### src/rtl/image_streamer_if.sv
// Pixel stream handshake bundle between the image streamer and its consumer.
// Source drives data/position/valid and the consumer returns ready.
interface image_streamer_if;
    logic signed [7:0] pix_data;
    logic              pix_valid;
    logic              pix_ready;
    logic [4:0]        pix_row;
    logic [4:0]        pix_col;
    logic              pix_last;

    modport master (
        output pix_data,
        output pix_valid,
        output pix_row,
        output pix_col,
        output pix_last,
        input  pix_ready
    );

    modport slave (
        input  pix_data,
        input  pix_valid,
        input  pix_row,
        input  pix_col,
        input  pix_last,
        output pix_ready
    );
endinterface

### src/rtl/image_streamer.sv
// Streams an IMG_W x IMG_H image from a synchronous ROM as a ready/valid pixel
// stream, throttling ROM reads so the output buffer can never overflow.
module image_streamer #(
    parameter int IMG_W      = 28,
    parameter int IMG_H      = 28,
    parameter int FIFO_DEPTH = 4
) (
    input  logic                 clk,
    input  logic                 rst_n,
    input  logic                 start,
    output logic [9:0]           rom_addr,
    input  logic signed [7:0]    rom_data,
    image_streamer_if.master     pix,
    output logic                 busy,
    output logic                 done
);

    localparam int NPIX      = IMG_W * IMG_H;
    localparam int PTR_W     = (FIFO_DEPTH > 1) ? $clog2(FIFO_DEPTH) : 1;
    localparam int CNT_W     = $clog2(FIFO_DEPTH + 1);
    localparam int ROM_LAT   = 2;

    localparam logic [10:0]      NPIX_W    = 11'(NPIX);
    localparam logic [10:0]      LAST_IDX  = 11'(NPIX - 1);
    localparam logic [4:0]       COL_MAX   = 5'(IMG_W - 1);
    localparam logic [CNT_W-1:0] DEPTH_W   = CNT_W'(FIFO_DEPTH);
    localparam logic [PTR_W-1:0] PTR_MAX   = PTR_W'(FIFO_DEPTH - 1);

    typedef enum logic {
        IDLE = 1'b0,
        RUN  = 1'b1
    } state_t;

    state_t             state_reg, state_next;
    logic [10:0]        issued_reg;
    logic [9:0]         rom_addr_reg;
    logic [CNT_W-1:0]   occ_reg;
    logic [CNT_W-1:0]   fifo_cnt_reg;
    logic [PTR_W-1:0]   wr_ptr_reg, rd_ptr_reg;
    logic signed [7:0]  fifo_mem [FIFO_DEPTH];
    logic [10:0]        out_idx_reg;
    logic [4:0]         row_reg, col_reg;
    logic               done_reg;

    logic               issue;
    logic               push;
    logic               xfer;
    logic               last_xfer;
    logic               fifo_nonempty;

    assign fifo_nonempty = (fifo_cnt_reg != '0);
    assign xfer          = fifo_nonempty && pix.pix_ready;
    assign last_xfer     = xfer && (out_idx_reg == LAST_IDX);

    // ------------------------------------------------------------------
    // Control FSM
    // ------------------------------------------------------------------
    always_ff @(posedge clk or negedge rst_n) begin
        if (!rst_n) begin
            state_reg <= IDLE;
        end else begin
            state_reg <= state_next;
        end
    end

    // Occupancy covers the ROM pipeline plus the buffer, so capping it at
    // FIFO_DEPTH guarantees every captured word has a free buffer slot.
    always_comb begin
        state_next = state_reg;
        issue      = 1'b0;
        case (state_reg)
            IDLE: begin
                if (start) begin
                    state_next = RUN;
                    issue      = 1'b1;
                end
            end
            RUN: begin
                if ((issued_reg < NPIX_W) && (occ_reg < DEPTH_W)) begin
                    issue = 1'b1;
                end
                if (last_xfer) begin
                    state_next = IDLE;
                end
            end
            default: begin
                state_next = IDLE;
            end
        endcase
    end

    // ------------------------------------------------------------------
    // Address issue and occupancy tracking
    // ------------------------------------------------------------------
    always_ff @(posedge clk or negedge rst_n) begin
        if (!rst_n) begin
            rom_addr_reg <= '0;
            issued_reg   <= '0;
        end else if (last_xfer) begin
            issued_reg   <= '0;
        end else if (issue) begin
            rom_addr_reg <= issued_reg[9:0];
            issued_reg   <= issued_reg + 11'd1;
        end
    end

    always_ff @(posedge clk or negedge rst_n) begin
        if (!rst_n) begin
            occ_reg <= '0;
        end else begin
            case ({issue, xfer})
                2'b10:   occ_reg <= occ_reg + CNT_W'(1);
                2'b01:   occ_reg <= occ_reg - CNT_W'(1);
                default: occ_reg <= occ_reg;
            endcase
        end
    end

    // ------------------------------------------------------------------
    // Valid shift pipeline matching the ROM read latency
    // ------------------------------------------------------------------
    for (genvar gi = 0; gi < ROM_LAT; gi++) begin : g_vpipe
        logic v_reg;
        logic v_in;

        if (gi == 0) begin : g_head
            assign v_in = issue;
        end else begin : g_tail
            assign v_in = g_vpipe[gi-1].v_reg;
        end

        always_ff @(posedge clk or negedge rst_n) begin
            if (!rst_n) begin
                v_reg <= 1'b0;
            end else begin
                v_reg <= v_in;
            end
        end
    end

    assign push = g_vpipe[ROM_LAT-1].v_reg;

    // ------------------------------------------------------------------
    // Output buffer
    // ------------------------------------------------------------------
    always_ff @(posedge clk) begin
        if (push) begin
            fifo_mem[wr_ptr_reg] <= rom_data;
        end
    end

    always_ff @(posedge clk or negedge rst_n) begin
        if (!rst_n) begin
            wr_ptr_reg <= '0;
            rd_ptr_reg <= '0;
        end else begin
            if (push) begin
                wr_ptr_reg <= (wr_ptr_reg == PTR_MAX) ? '0 : wr_ptr_reg + PTR_W'(1);
            end
            if (xfer) begin
                rd_ptr_reg <= (rd_ptr_reg == PTR_MAX) ? '0 : rd_ptr_reg + PTR_W'(1);
            end
        end
    end

    always_ff @(posedge clk or negedge rst_n) begin
        if (!rst_n) begin
            fifo_cnt_reg <= '0;
        end else begin
            case ({push, xfer})
                2'b10:   fifo_cnt_reg <= fifo_cnt_reg + CNT_W'(1);
                2'b01:   fifo_cnt_reg <= fifo_cnt_reg - CNT_W'(1);
                default: fifo_cnt_reg <= fifo_cnt_reg;
            endcase
        end
    end

    // ------------------------------------------------------------------
    // Output-side position counters and completion pulse
    // ------------------------------------------------------------------
    always_ff @(posedge clk or negedge rst_n) begin
        if (!rst_n) begin
            out_idx_reg <= '0;
            row_reg     <= '0;
            col_reg     <= '0;
        end else if (last_xfer) begin
            out_idx_reg <= '0;
            row_reg     <= '0;
            col_reg     <= '0;
        end else if (xfer) begin
            out_idx_reg <= out_idx_reg + 11'd1;
            if (col_reg == COL_MAX) begin
                col_reg <= '0;
                row_reg <= row_reg + 5'd1;
            end else begin
                col_reg <= col_reg + 5'd1;
            end
        end
    end

    always_ff @(posedge clk or negedge rst_n) begin
        if (!rst_n) begin
            done_reg <= 1'b0;
        end else begin
            done_reg <= last_xfer;
        end
    end

    // Buffer contents are not reset, so gate the data path while empty.
    assign pix.pix_data  = fifo_nonempty ? fifo_mem[rd_ptr_reg] : 8'sd0;
    assign pix.pix_valid = fifo_nonempty;
    assign pix.pix_row   = row_reg;
    assign pix.pix_col   = col_reg;
    assign pix.pix_last  = fifo_nonempty && (out_idx_reg == LAST_IDX);

    assign rom_addr = rom_addr_reg;
    assign busy     = (state_reg == RUN);
    assign done     = done_reg;

endmodule

### src/flat_wrapper.sv
// flat-port wrapper written by rule: the top's interface ports become plain ports
module image_streamer_flat 
#(
    parameter int IMG_W      = 28,
    parameter int IMG_H      = 28,
    parameter int FIFO_DEPTH = 4
)
  (clk, rst_n, start, rom_addr, rom_data, busy, done, pix_pix_data, pix_pix_valid, pix_pix_row, pix_pix_col, pix_pix_last, pix_pix_ready);
  image_streamer_if pix_i ();
  input  logic clk;
  input  logic rst_n;
  input  logic start;
  output logic [9:0] rom_addr;
  input  logic signed [7:0] rom_data;
  output logic busy;
  output logic done;
  output wire logic [$bits(pix_i.pix_data)-1:0] pix_pix_data;
  output wire logic [$bits(pix_i.pix_valid)-1:0] pix_pix_valid;
  output wire logic [$bits(pix_i.pix_row)-1:0] pix_pix_row;
  output wire logic [$bits(pix_i.pix_col)-1:0] pix_pix_col;
  output wire logic [$bits(pix_i.pix_last)-1:0] pix_pix_last;
  input wire logic [$bits(pix_i.pix_ready)-1:0] pix_pix_ready;
  assign pix_pix_data = pix_i.pix_data;
  assign pix_pix_valid = pix_i.pix_valid;
  assign pix_pix_row = pix_i.pix_row;
  assign pix_pix_col = pix_i.pix_col;
  assign pix_pix_last = pix_i.pix_last;
  assign pix_i.pix_ready = pix_pix_ready;
  image_streamer #(.IMG_W(IMG_W), .IMG_H(IMG_H), .FIFO_DEPTH(FIFO_DEPTH)) u_core (.clk(clk), .rst_n(rst_n), .start(start), .rom_addr(rom_addr), .rom_data(rom_data), .pix(pix_i), .busy(busy), .done(done));
endmodule
### config.mk
export PLATFORM = sky130hd
export DESIGN_NAME = image_streamer_flat
export DESIGN_NICKNAME = d
export VERILOG_FILES = /design/src/rtl/image_streamer_if.sv /design/src/rtl/image_streamer.sv /design/src/flat_wrapper.sv
export SDC_FILE = /design/constraint.sdc
export NUM_CORES = 1
export LEC_CHECK = 0
export BUFFER_PORTS_ARGS = -buffer_cell sky130_fd_sc_hd__buf_2
export CAP_MARGIN = 5
export CORE_ASPECT_RATIO = 1.25
export CORE_UTILIZATION = 55
export CTS_BUF_LIST = sky130_fd_sc_hd__clkbuf_4 sky130_fd_sc_hd__clkbuf_8
export CTS_CLUSTER_DIAMETER = 80
export DETAILED_ROUTE_END_ITERATION = 12
export PLACE_DENSITY = 0.8
export SYNTH_ARGS = -nofsm -noshare
export SYNTH_HDL_FRONTEND = slang
export SYNTH_SLANG_ARGS = --single-unit
### constraint.sdc
create_clock -name clk -period 2.1 [get_ports clk]
set_input_delay 0.105 -clock clk [delete_from_list [all_inputs] [get_ports clk]]
set_output_delay 0.105 -clock clk [all_outputs]
set_load 0.1 [all_outputs]
==> summary.txt <==
Cells and area
  • Ant diodes: 0
  • Area Growth Syn to Fin: 19.5%
  • Design area: 0.00481 sq mm
  • Number of flip-flops in the largest register: 32
  • Fin nets: 410
  • Fillers: roughly 510
  • Share of layout cells above drive strength 1: 0.308

Run status
  • Status: finished clean

Route
  • Routed WL: ~7.4 mm
  • Via count: between 2000 and 3000
  • Routed Antenna Nets: 0
  • Residual DRC: 0
  • Routed length per instance: between 15 and 20 microns
  • DRT Pass-1 Iters: 4
  • Iter 0 DRT Violations: 132
  • Via density: 5.60

Floorplanning
  • Die area: between 0.007 and 0.008 sq mm
  • Cell Rows: 34
  • Die Y: 97.6 microns
  • Die W: 78.5 microns
  • # IOs: 44
  • Core ar.: roughly 0.0070 sq mm
  • Initial core utilization: 0.573

Timing
  • Slew HR: 0.642
  • Worst-Margin Slew: roughly 0.54 ns
  • Final Max Slew Viols: 0
  • Max Freq: 505 MHz
  • Hold WS: approximately 0.18 ns
  • Period utilization: 0.943
  • Worst Skew: ~0.0089 ns
  • RSZ-0062 raised after global routing: false
  • Final hold violations: 0
  • Setup Viol. Count Final: 0
  • Final min period: 1.98 ns

Critical path
  • Cell class contributing the biggest share of worst-path delay: adder cells
  • Worst Path Required: around 2.4 ns
  • RR Startpoint: u_core.issued_reg[7]
  • CP max-delay cell: dfrtp_1
  • Reg2Reg Capture Point: u_core.occ_reg[1]
  • Register-to-register setup slack: 0.12 ns
  • CP Launch Type: flop
  • Worst reg2reg path depth: 7
  • Crit-path cells: nor4_4, o211a_1, nor2_2, ha_2, inv_1, fa_1, o21ai_0
  • Crit path depth: 7
  • CP max FO: 4
  • Crit path capture type: flop
  • Worst Path Buf+Inv: 1
  • Crit Path Class: reg -> reg
  • Worst Path Arrival: between 2 and 2.5 ns
  • Slowest stage delay, CP: around 0.42 ns

Logic synthesis
  • Syn nets: 342
  • Commonest cells post-synth: 56 x dfrtp_1, 32 x edfxtp_1, 32 x nand2_1, 13 x o21ai_0
  • Avg Inst Size Synth: between 10 and 15 sq um
  • Most common cell in the netlist: dfrtp_1
  • Async S/R FF share, synth: 0.636
  • Yosys top cell by area: dfrtp_1
  • Register area share after synthesis: 0.587
  • Main flop type after synthesis: dfrtp_1
  • Top-area cell type share of the netlist area: 0.348
  • Synth Cell Area: 0.00402 sq mm
  • Number of synthesized register bits: a little under 90
  • Synthesized instance count: approximately 320
  • Number of distinct library cells after synthesis: 46
  • Syn. warnings: 0
  • Synth top area cells: dfrtp_1 35%, edfxtp_1 24%, mux4_2 4.5%, ha_1 3.4%, nand2_1 3.0%
  • Number of synthesized flops with an enable pin: 32

Global routing
  • Grt ovf: 0
  • GR Util All Layers: 0.210
  • Vias in the first global route: around 2700
  • Largest net degree at the start of global routing: 35
  • First-pass GRT wire length: 12.3 mm
  • Initial antenna violation count: 0

Hold path
  • Hold path cells: 5
  • Min-delay src: pix_pix_ready
  • WHS Endpoint: u_core.rd_ptr_reg[1]
  • Min-Delay Path Class: in -> reg

Clock network
  • Num CTS Buffers: 9
  • Clock sink count: 88
  • Clock-pin slew on the worst setup and hold paths: ~0.09 ns
  • Skew-Pair Late Insertion Delay: between 0.3 and 0.4 ns
  • Clock root buffer: clkbuf_8
  • H-tree Lvls: 3
  • CTS tree: done
  • CTS max path bufs: 2

Placed design
  • I/O Buffers: 43
  • Post-DP Area: between 0.004 and 0.005 sq mm
  • Final GP Congestion: 0.824
  • DP HPWL: around 5.1 mm

Job
  • Max-cap viol count: 0
cell usage in the layout (no fill, tap or decap), types with 10 or more instances in the layout:
cell type and instances:
buf_2 42, o21ai_0 13, mux2_2 10, inv_1 12, nor2_1 10, nand3_1 10, dfrtp_1 53, ha_1 10
edfxtp_1 32, nand2_1 32, buf_4 16
worst max path at each step:
stage | from | endpoint | slack [ns]
3_5_place_dp | u_core.issued_reg[8] | u_core.occ_reg[2] | 0.04
2_1_floorplan | u_core.fifo_cnt_reg[2] | pix_pix_valid | -0.16
5_1_grt | u_core.issued_reg[8] | u_core.occ_reg[2] | 0.006
4_1_cts | u_core.issued_reg[5] | u_core.occ_reg[1] | 0.04
3_3_place_gp | u_core.issued_reg[5] | u_core.occ_reg[2] | 0.12
6_report | u_core.issued_reg[7] | u_core.occ_reg[1] | 0.12
timing repair:
action,4_1_cts,5_1_grt
buffers inserted,0,4
hold endpoints to repair,54,0
resized for setup,0,6
setup endpoints to repair,0,4
hold buffers,9,0
per-layer routing:
| layer | routed length (microns) | global-route usage | up-vias |
|---|---|---|---|
| li1 | - | - | 1278 |
| met1 | 3170 | 0.266 | 1344 |
| met2 | 3840 | 0.349 | 55 |
| met3 | 232 | 0.0432 | 10 |
| met4 | 113 | 0.0855 | 0 |
| met5 | 0 | 0 | - |
worst register-to-register path, cell delays in order (launching register included):
cell and delay [ns]:
dfrtp_1 0.42, nor4_4 0.33, o211a_1 0.27, nor2_2 0.06, ha_2 0.20, inv_1 0.07, fa_1 0.40, o21ai_0 0.17
layout make-up:
class	count	area [sq um]	area share
Multi-Input combinational cell	203	1610	0.334
Sequential cell	88	2370	0.492
Tap cell	90	113	0.0234
Clock inverter	7	85.1	0.0177
Inverter	14	55.1	0.0114
Clock buffer	9	124	0.0258
Timing Repair Buffer	69	460	0.0958
cell families after synthesis:
kind of cell	synth area share
buffers and inverters	0.0258
XOR/XNOR	0.0348
AO/OA/AOI/OAI	0.0796
adder cells (fa/ha/maj)	0.0442
AND/OR/NAND/NOR	0.136
multiplexers	0.0927
flip-flops	0.587
stage by stage:
stage / utilization / setup TNS, ns / worst slack (ns) / cells
2_1_floorplan: - / -0.161 / -0.161 / 317
3_3_place_gp: 0.635 / 0 / 0.117 / 451
3_5_place_dp: 0.635 / 0 / 0.0438 / 451
4_1_cts: 0.678 / 0 / 0.0422 / 476
5_1_grt: 0.685 / 0 / 0.00593 / 480
6_report: 0.685 / 0 / 0.119 / 480
Power is left out: the tool's default activity adds up to more than one toggle a clock period on the data nets, which glitch-free logic cannot reach.
